[config.mk]
export PLATFORM = sky130hd
export DESIGN_NAME = leaky_relu_stage_flat
export DESIGN_NICKNAME = d
export VERILOG_FILES = /design/src/rtl/leaky_relu_stage_if.sv /design/src/rtl/leaky_relu_stage.sv /design/src/flat_wrapper.sv
export SDC_FILE = /design/constraint.sdc
export NUM_CORES = 1
export LEC_CHECK = 0
export ABC_CLOCK_PERIOD_IN_PS = 8900
export CORE_MARGIN = 3
export CORE_UTILIZATION = 62
export CTS_CLUSTER_DIAMETER = 150
export DETAILED_ROUTE_END_ITERATION = 7
export PLACE_DENSITY = 0.89
export SYNTH_ARGS = -nofsm -noshare
export SYNTH_HDL_FRONTEND = slang
export SYNTH_SLANG_ARGS = --single-unit
[constraint.sdc]
create_clock -name clk -period 8.9 [get_ports clk]
set_input_delay 1.335 -clock clk [delete_from_list [all_inputs] [get_ports clk]]
set_output_delay 1.335 -clock clk [all_outputs]
set_load 0.01 [all_outputs]
[src/rtl/leaky_relu_stage_if.sv]
// Signal bundle for one leaky_relu_stage column: forward stream, leak load chain
// and the derivative FIFO read side.
interface leaky_relu_stage_if #(
  parameter int DEPTH = 8
) ();
  localparam int CW = $clog2(DEPTH + 1);

  // Derivative read side: the head entry moves on any cycle where
  // deriv_valid_out && deriv_ready_in. valid never waits for ready.
  // The forward path has no backpressure.
  logic          lr_valid_in;
  logic [15:0]   lr_data_in;
  logic          load_leak_in;
  logic [15:0]   lr_leak_factor_in;
  logic          deriv_ready_in;
  logic          deriv_clear_in;

  logic [15:0]   lr_data_out;
  logic          lr_valid_out;
  logic          load_leak_out;
  logic [15:0]   lr_leak_factor_out;
  logic [15:0]   deriv_data_out;
  logic          deriv_valid_out;
  logic [CW-1:0] deriv_count_out;
  logic          deriv_overflow_out;

  modport master (
    output lr_valid_in, lr_data_in, load_leak_in, lr_leak_factor_in,
           deriv_ready_in, deriv_clear_in,
    input  lr_data_out, lr_valid_out, load_leak_out, lr_leak_factor_out,
           deriv_data_out, deriv_valid_out, deriv_count_out, deriv_overflow_out
  );

  modport slave (
    input  lr_valid_in, lr_data_in, load_leak_in, lr_leak_factor_in,
           deriv_ready_in, deriv_clear_in,
    output lr_data_out, lr_valid_out, load_leak_out, lr_leak_factor_out,
           deriv_data_out, deriv_valid_out, deriv_count_out, deriv_overflow_out
  );
endinterface

[src/rtl/leaky_relu_stage.sv]
// Q8.8 leaky ReLU column stage: 2-cycle forward pipeline, per-column leak load
// chain and an in-order derivative FIFO drained by the backward pass.
module leaky_relu_stage #(
  parameter int DEPTH = 8
) (
  input logic             clk,
  input logic             rst,
  leaky_relu_stage_if.slave bus
);
  localparam int CW = $clog2(DEPTH + 1);
  localparam int PW = (DEPTH > 1) ? $clog2(DEPTH) : 1;

  logic [15:0]        leak_q;
  logic               load_out_q;
  logic [15:0]        leak_fwd_q;

  logic               s1_valid_q;
  logic signed [15:0] s1_x_q;
  logic signed [15:0] s1_leak_q;
  logic               out_valid_q;
  logic [15:0]        out_data_q;

  logic [15:0]        mem_q [DEPTH];
  logic [PW-1:0]      wr_ptr_q, rd_ptr_q, wr_ptr_d, rd_ptr_d;
  logic [CW-1:0]      count_q;
  logic               ovf_q;

  logic signed [31:0] prod;
  logic signed [31:0] shifted;
  logic [15:0]        y_d;
  logic [15:0]        deriv_d;
  logic               fifo_full, fifo_pop, fifo_push, fifo_drop;

  always_comb begin
    prod    = $signed({{16{s1_x_q[15]}}, s1_x_q}) * $signed({{16{s1_leak_q[15]}}, s1_leak_q});
    shifted = prod >>> 8;
    y_d     = s1_x_q;
    if (s1_x_q[15]) begin
      if (shifted > 32'sd32767)       y_d = 16'h7FFF;
      else if (shifted < -32'sd32768) y_d = 16'h8000;
      else                            y_d = shifted[15:0];
    end
  end

  // The derivative uses the leak as it was before any same-cycle load.
  always_comb begin
    deriv_d   = (!bus.lr_data_in[15] && (bus.lr_data_in != 16'h0000)) ? 16'h0100 : leak_q;
    fifo_full = (count_q == CW'(DEPTH));
    fifo_pop  = (count_q != '0) && bus.deriv_ready_in;
    fifo_push = bus.lr_valid_in && (!fifo_full || fifo_pop);
    fifo_drop = bus.lr_valid_in && fifo_full && !fifo_pop;
    wr_ptr_d  = (wr_ptr_q == PW'(DEPTH - 1)) ? '0 : wr_ptr_q + PW'(1);
    rd_ptr_d  = (rd_ptr_q == PW'(DEPTH - 1)) ? '0 : rd_ptr_q + PW'(1);
  end

  always_ff @(posedge clk) begin
    if (rst) begin
      leak_q      <= '0;
      load_out_q  <= 1'b0;
      leak_fwd_q  <= '0;
      s1_valid_q  <= 1'b0;
      s1_x_q      <= '0;
      s1_leak_q   <= '0;
      out_valid_q <= 1'b0;
      out_data_q  <= '0;
      wr_ptr_q    <= '0;
      rd_ptr_q    <= '0;
      count_q     <= '0;
      ovf_q       <= 1'b0;
    end else begin
      load_out_q <= bus.load_leak_in;
      leak_fwd_q <= bus.lr_leak_factor_in;
      if (bus.load_leak_in) leak_q <= bus.lr_leak_factor_in;

      s1_valid_q <= bus.lr_valid_in;
      if (bus.lr_valid_in) begin
        s1_x_q    <= bus.lr_data_in;
        s1_leak_q <= leak_q;
      end
      out_valid_q <= s1_valid_q;
      out_data_q  <= s1_valid_q ? y_d : 16'h0000;

      if (bus.deriv_clear_in) begin
        wr_ptr_q <= '0;
        rd_ptr_q <= '0;
        count_q  <= '0;
      end else begin
        if (fifo_push) wr_ptr_q <= wr_ptr_d;
        if (fifo_pop)  rd_ptr_q <= rd_ptr_d;
        if (fifo_push && !fifo_pop)      count_q <= count_q + CW'(1);
        else if (!fifo_push && fifo_pop) count_q <= count_q - CW'(1);
        if (fifo_drop) ovf_q <= 1'b1;
      end
    end
  end

  // Storage needs no reset: entries are only visible while count is non-zero.
  always_ff @(posedge clk) begin
    if (!rst && !bus.deriv_clear_in && fifo_push) mem_q[wr_ptr_q] <= deriv_d;
  end

  assign bus.lr_data_out        = out_data_q;
  assign bus.lr_valid_out       = out_valid_q;
  assign bus.load_leak_out      = load_out_q;
  assign bus.lr_leak_factor_out = leak_fwd_q;
  assign bus.deriv_valid_out    = (count_q != '0);
  assign bus.deriv_data_out     = (count_q != '0) ? mem_q[rd_ptr_q] : 16'h0000;
  assign bus.deriv_count_out    = count_q;
  assign bus.deriv_overflow_out = ovf_q;
endmodule

[src/flat_wrapper.sv]
// flat-port wrapper written by rule: the top's interface ports become plain ports
module leaky_relu_stage_flat 
#(
  parameter int DEPTH = 8
)
  (clk, rst, bus_lr_valid_in, bus_lr_data_in, bus_load_leak_in, bus_lr_leak_factor_in, bus_deriv_ready_in, bus_deriv_clear_in, bus_lr_data_out, bus_lr_valid_out, bus_load_leak_out, bus_lr_leak_factor_out, bus_deriv_data_out, bus_deriv_valid_out, bus_deriv_count_out, bus_deriv_overflow_out);
  leaky_relu_stage_if #(.DEPTH(DEPTH)) bus_i ();
  input logic clk;
  input logic rst;
  input wire logic [$bits(bus_i.lr_valid_in)-1:0] bus_lr_valid_in;
  input wire logic [$bits(bus_i.lr_data_in)-1:0] bus_lr_data_in;
  input wire logic [$bits(bus_i.load_leak_in)-1:0] bus_load_leak_in;
  input wire logic [$bits(bus_i.lr_leak_factor_in)-1:0] bus_lr_leak_factor_in;
  input wire logic [$bits(bus_i.deriv_ready_in)-1:0] bus_deriv_ready_in;
  input wire logic [$bits(bus_i.deriv_clear_in)-1:0] bus_deriv_clear_in;
  output wire logic [$bits(bus_i.lr_data_out)-1:0] bus_lr_data_out;
  output wire logic [$bits(bus_i.lr_valid_out)-1:0] bus_lr_valid_out;
  output wire logic [$bits(bus_i.load_leak_out)-1:0] bus_load_leak_out;
  output wire logic [$bits(bus_i.lr_leak_factor_out)-1:0] bus_lr_leak_factor_out;
  output wire logic [$bits(bus_i.deriv_data_out)-1:0] bus_deriv_data_out;
  output wire logic [$bits(bus_i.deriv_valid_out)-1:0] bus_deriv_valid_out;
  output wire logic [$bits(bus_i.deriv_count_out)-1:0] bus_deriv_count_out;
  output wire logic [$bits(bus_i.deriv_overflow_out)-1:0] bus_deriv_overflow_out;
  assign bus_i.lr_valid_in = bus_lr_valid_in;
  assign bus_i.lr_data_in = bus_lr_data_in;
  assign bus_i.load_leak_in = bus_load_leak_in;
  assign bus_i.lr_leak_factor_in = bus_lr_leak_factor_in;
  assign bus_i.deriv_ready_in = bus_deriv_ready_in;
  assign bus_i.deriv_clear_in = bus_deriv_clear_in;
  assign bus_lr_data_out = bus_i.lr_data_out;
  assign bus_lr_valid_out = bus_i.lr_valid_out;
  assign bus_load_leak_out = bus_i.load_leak_out;
  assign bus_lr_leak_factor_out = bus_i.lr_leak_factor_out;
  assign bus_deriv_data_out = bus_i.deriv_data_out;
  assign bus_deriv_valid_out = bus_i.deriv_valid_out;
  assign bus_deriv_count_out = bus_i.deriv_count_out;
  assign bus_deriv_overflow_out = bus_i.deriv_overflow_out;
  leaky_relu_stage #(.DEPTH(DEPTH)) u_core (.clk(clk), .rst(rst), .bus(bus_i));
endmodule
* Yosys cells after proc, flatten, opt, wreduce, memory -nomap -nowiden *
Memories as Yosys holds them, arrays and structs flattened. A register that Yosys moved wholly into a read port is not among the register bits.
Cells that the tools add are included.

cells by class
  add/subtract/negate cells = 4
  multiply operators = 1
  order comparisons = 2
  equal/unequal tests = 3
  muxes and demuxes = 13
  bitwise operators = 3
  reduce and logical (&&, ||, !) cells = 23

operator list
  operator                                                                         number
  16-bit 2-to-1 mux                                                                3
  16-bit by 16-bit multiplier with 32-bit output                                   1
  15-bit 2-to-1 mux                                                                2
  24-bit by 16-bit > comparator with 1-bit output (second input constant)          1
  24-bit by 16-bit less-than comparator with 1-bit output (second input constant)  1
  16-bit nonzero test                                                              1
  3-bit 2-to-1 mux                                                                 4
  1-bit logical AND                                                                9
  4-bit 2-to-1 mux                                                                 2
  3-bit by 1-bit adder with 3-bit output (second input constant)                   2
  3-bit equality test (second input constant)                                      2
  1-bit zero test                                                                  6
  4-bit by 1-bit adder with 4-bit output (second input constant)                   1
  4-bit equality test (second input constant)                                      1
  4-bit nonzero test                                                               1
  2-bit OR reduction                                                               2
  4-bit OR reduction                                                               1
  4-bit by 1-bit subtractor with 4-bit output (second input constant)              1
  1-bit inverter                                                                   3
  1-bit 2-to-1 mux                                                                 2
  2-bit AND reduction                                                              1
  2-bit nonzero test                                                               1
  1-bit logical OR                                                                 1

word-level totals
  flip-flop bits (word level) = 94
  memory bits (writable) = 128
  input bits = 38
  output and inout port bits = 56
  word-level logic and storage cells = 63
  memories kept = 1

memories
  name          words  bits a word  read ports  clocked after memory_dff  write ports  line                    text
  u_core.mem_q  8      16           1           1                         1            leaky_relu_stage.sv:23  logic [15:0] mem_q [DEPTH];

* Longest topological paths before layout *
  word-level depth = 8
  mapped depth = 27
  depth with buffers taken out = 24

* Worst setup path after synthesis *
Ideal clock, no wire load.

  path kind = reg-to-reg
  start = register u_core.s1_x_q[15]
  end = register u_core.out_data_q[10], in the netlist u_core.bus.lr_data_out[10]
  arrival = 6.864 ns
  setup slack = 1.961 ns
  stages on the path, launching flop included = 24
  path buffers = 3
  cells stage by stage = dfxtp_1 clkbuf_1 clkbuf_1 nand2_1 fa_1 inv_1 fa_1 fa_1 fa_1 fa_1 inv_1 fa_1 inv_1 ha_1 nand2_1 or3_1 o41a_1 a31oi_1 a21oi_1 xnor2_1 a32oi_1 buf_4 a21oi_2 nor3_2

between the ends
  word-level cells in the longest chain between the ends = 5

RTL lines
  element                                                  line                    text
  start: declaration                                       leaky_relu_stage.sv:18  logic signed [15:0] s1_x_q;
  start signal: assignment                                 leaky_relu_stage.sv:77  s1_x_q <= bus.lr_data_in;
  16-bit by 16-bit multiplier with 32-bit output           leaky_relu_stage.sv:35  prod = $signed({{16{s1_x_q[15]}}, s1_x_q}) * $signed({{16{s1_leak_q[15]}}, s1_leak_q});
  24-bit by 16-bit less-than comparator with 1-bit output  leaky_relu_stage.sv:40  else if (shifted < -32'sd32768) y_d = 16'h8000;
  16-bit 2-to-1 mux                                        leaky_relu_stage.sv:40
  15-bit 2-to-1 mux                                        leaky_relu_stage.sv:39  if (shifted > 32'sd32767) y_d = 16'h7FFF;
  15-bit 2-to-1 mux *                                      leaky_relu_stage.sv:38  if (s1_x_q[15]) begin
  end signal: assignment                                   leaky_relu_stage.sv:81  out_data_q <= s1_valid_q ? y_d : 16'h0000;
  end: declaration                                         leaky_relu_stage.sv:21  logic [15:0] out_data_q;

Mark *: on every way between the ends. The rest lies on a longest branch, timed or not.
A chain may end at the register's enable or synchronous reset.

* Worst setup path after layout *
  start = register u_core.s1_x_q[15]
  end = register u_core.out_data_q[13], in the netlist u_core.bus.lr_data_out[13]

Same word-level chain as after synthesis.

==> qor.yml <==
synth-compound-area-share: 0.0452
p_leak_nw: 9.00
fin_worst_skew_ps: 29.1
hold_buffers: 0
num-nets-final: 2122
routed_via_density: 5.97
postSynthAreaPerCell_sq_um: 11.0
finalHoldViolCount: 0
ys_ff_latch: 225
synthXorXnorAreaFrac: 0.0166
ys_seq_area_frac: 0.313
rsz0062_at_grt: "false"
port_buffers: 93
setup.worst_path.class: "reg2reg"
drv_cap: 0
setup_viol: 0
worstPathMaxFanout: 29
synth-edff-count: 128
final_common_cell: "inv_1"
cts_max_path_buffers: 3
htreeDepth: 1
worstPathRequired_ps: 9320
die-height_um: 179
grt_pass1_wl_um: 71700
dr_total_vias: 12700
ir_drop_mv: 0.127
synthSimpleGateAreaFrac: 0.131
cts_setup_buffers: 0
grt_pass1_vias: 13900
tritoncts: "yes"
syn_to_final_growth_pct: 10.3
drc: 0
drt_iter0_drc: 1206
max_freq_mhz: 124
hpwlAfterDp_um: 31600
synth_mux_area_frac: 0.0747
worstMarginPinSlew_ps: 1220
gp_congestion: 0.934
worstPathCellList: "buf_4, nand2_1, fa_1, inv_1, fa_1, fa_1, fa_1, fa_1, inv_1, fa_1, inv_1, ha_1, nand2_1, nor3_2, nand2_1, o211a_1, or3_4, a2111oi_4, a41oi_2, o2111ai_4, a31oi_1, nor3_1"
finalMaxSlewViolations: 0
syn_inst: 1685
ys_warn_count: 0
grt_usage: 0.290
drive_gt1_frac: 0.0696
hold_class: "reg2reg"
drt-total-wl_um: 44800
ys.flop_type: "edfxtp_1"
r2r_slack_ps: 840
slowest_stage: "dfxtp_1"
design.die.area_sq_um: 31900
finalSetupTns_ps: 0
avgRoutedWirePerCell_um: 21.0
synthesis.nets: 2071
mostFrequentLayoutCells: "305 x inv_1, 262 x fa_1, 146 x nand2_1"
grt_overflow: 0
mappedNetlistArea_sq_um: 18500
insertion_delay_ps: 530
fin_util: 0.703
cts_root_buffer: "clkbuf_16"
io_pins: 94
status: "finished clean"
synth_top_family_by_area: "adder cells"
cp.arrival_ps: 8480
max_stage_delay_ps: 1000
critPathLaunchType: "flop"
finalCritPeriodShare: 0.905
start_util: 0.637
numCtsBuffers: 22
core-area_sq_um: 29000
first_pass_iters: 5
hold_ws_ps: 507
max_slew_margin: 0.186
grt_start_max_net_pins: 70
p_per_area_nw_per_um2: 124
min_period_ps: 8060
cp_num_buf_inv: 4
synth.distinct_cells: 64
synthAdderAreaFrac: 0.342
cts.clk_slew.worst_paths_ps: 70
num_rows: 62
clock_sinks: 225
critPathTopFamily: "adder cells"
antenna-diode-count: 0
worst_setup_path_end_kind: "flop"
async_flop_share: 0
antenna_found_initial: 0
crit_top_cell: "fa_1"
cts.repair.resized: 0
die_w_um: 179
ant_nets: 0
-- per-layer routing --
metal  part of all wire  track usage
met5                  0            0
met4              0.050        0.132
met3              0.088       0.0481
met2               0.51        0.495
met1               0.35        0.365
-- cell type report --
type | count | area (sq um)
fillers | 1862 | 8620
inverters | 305 | 1140
multi-input cells | 1082 | 11300
repair buffers | 100 | 973
flip-flops and latches | 225 | 5790
well taps | 384 | 480
clock buffers | 30 | 611
clock inverters | 10 | 86.3
-- sequential cells by signal, indices dropped and copies added (netlist names), named ones only --
signal / count
u_core.mem_q: 128
u_core.s1_x_q: 16
u_core.wr_ptr_q: 3
u_core.bus.lr_data_out: 16
u_core.bus.load_leak_out: 1
u_core.s1_leak_q: 16
u_core.bus.deriv_count_out: 4
u_core.bus.deriv_overflow_out: 1
u_core.rd_ptr_q: 3
u_core.s1_valid_q: 1
u_core.bus.lr_leak_factor_out: 16
u_core.bus.lr_valid_out: 1
u_core.leak_q: 16
-- kinds of logic (layout without fill, tap and decap cells) --
family                     Yosys count  count (layout)
xor gates and xnor gates            35              35
DFF                                225             225
AOI/OAI and AO/OA                  115             115
muxes                               98              98
buffers and inverters              378             445
and+or+nand+nor                    486             486
adders and majority gates          348             348
-- worst register-to-register path, cell delays in order, from the launching register on --
cell       delay [ps]
dfxtp_1          1000
buf_4             300
nand2_1            70
fa_1              520
inv_1             140
fa_1              840
fa_1              550
fa_1              520
fa_1              500
inv_1              50
fa_1              470
inv_1              40
ha_1              360
nand2_1           140
nor3_2            240
nand2_1           100
o211a_1           250
or3_4             390
a2111oi_4         400
a41oi_2           180
o2111ai_4         530
a31oi_1           190
nor3_1            190
-- Yosys cell counts, types with 3 or more instances --
master | n | area (sq um)
inv_1 | 305 | 1140
fa_1 | 262 | 5250
nand2_1 | 146 | 548
edfxtp_1 | 128 | 3840
and2_1 | 123 | 769
nor2_1 | 116 | 435
dfxtp_1 | 97 | 1940
ha_1 | 86 | 1080
mux2i_1 | 66 | 661
clkbuf_1 | 60 | 225
a21oi_1 | 36 | 180
nor2b_1 | 35 | 219
mux4_2 | 32 | 721
xnor2_1 | 27 | 236
o21ai_0 | 15 | 75.1
nor3_1 | 13 | 65.1
nor3_2 | 11 | 110
a21oi_2 | 10 | 87.6
a21o_1 | 8 | 60.1
nand2b_1 | 8 | 50.1
xor2_1 | 8 | 70.1
buf_1 | 6 | 22.5
nand4_1 | 6 | 37.5
buf_2 | 5 | 25.0
nand3_1 | 5 | 25.0
nor4_1 | 5 | 31.3
o211ai_1 | 5 | 37.5
o21bai_1 | 4 | 30.0
or2_2 | 4 | 25.0
a221oi_1 | 3 | 26.3
and3_1 | 3 | 18.8
nor3b_1 | 3 | 22.5
o21a_1 | 3 | 22.5
or3_1 | 3 | 18.8
-- path summary, 6_finish.rpt --
check | to | from | depth (start not counted)
setup / recovery | u_core.bus.lr_data_out[13] | u_core.s1_x_q[15] | 22
hold / removal | u_core.bus.deriv_overflow_out | u_core.bus.deriv_overflow_out | 2
setup reg to reg | u_core.bus.lr_data_out[13] | u_core.s1_x_q[15] | 22
hold reg to reg | u_core.bus.deriv_overflow_out | u_core.bus.deriv_overflow_out | 2
-- report_power, final --
group	total (mW)	internal (mW)	switching (mW)
registers	1.18	1.12	0.0593
clock network	0.897	0.489	0.408
logic	0.454	0.202	0.252
total	2.53	1.81	0.720
-- metrics by stage --
step	power, mW	std cells	area [sq um]	worst slack [ps]
final	2.53	2136	20400	843
after global routing	2.62	2136	20400	337
after CTS	2.53	2136	20400	910
after detailed placement	1.64	2096	19700	950
after global placement	1.62	2096	19700	1230
after floorplan	1.47	1685	18500	1960
Note: power is estimated with default switching activity, not from simulation.
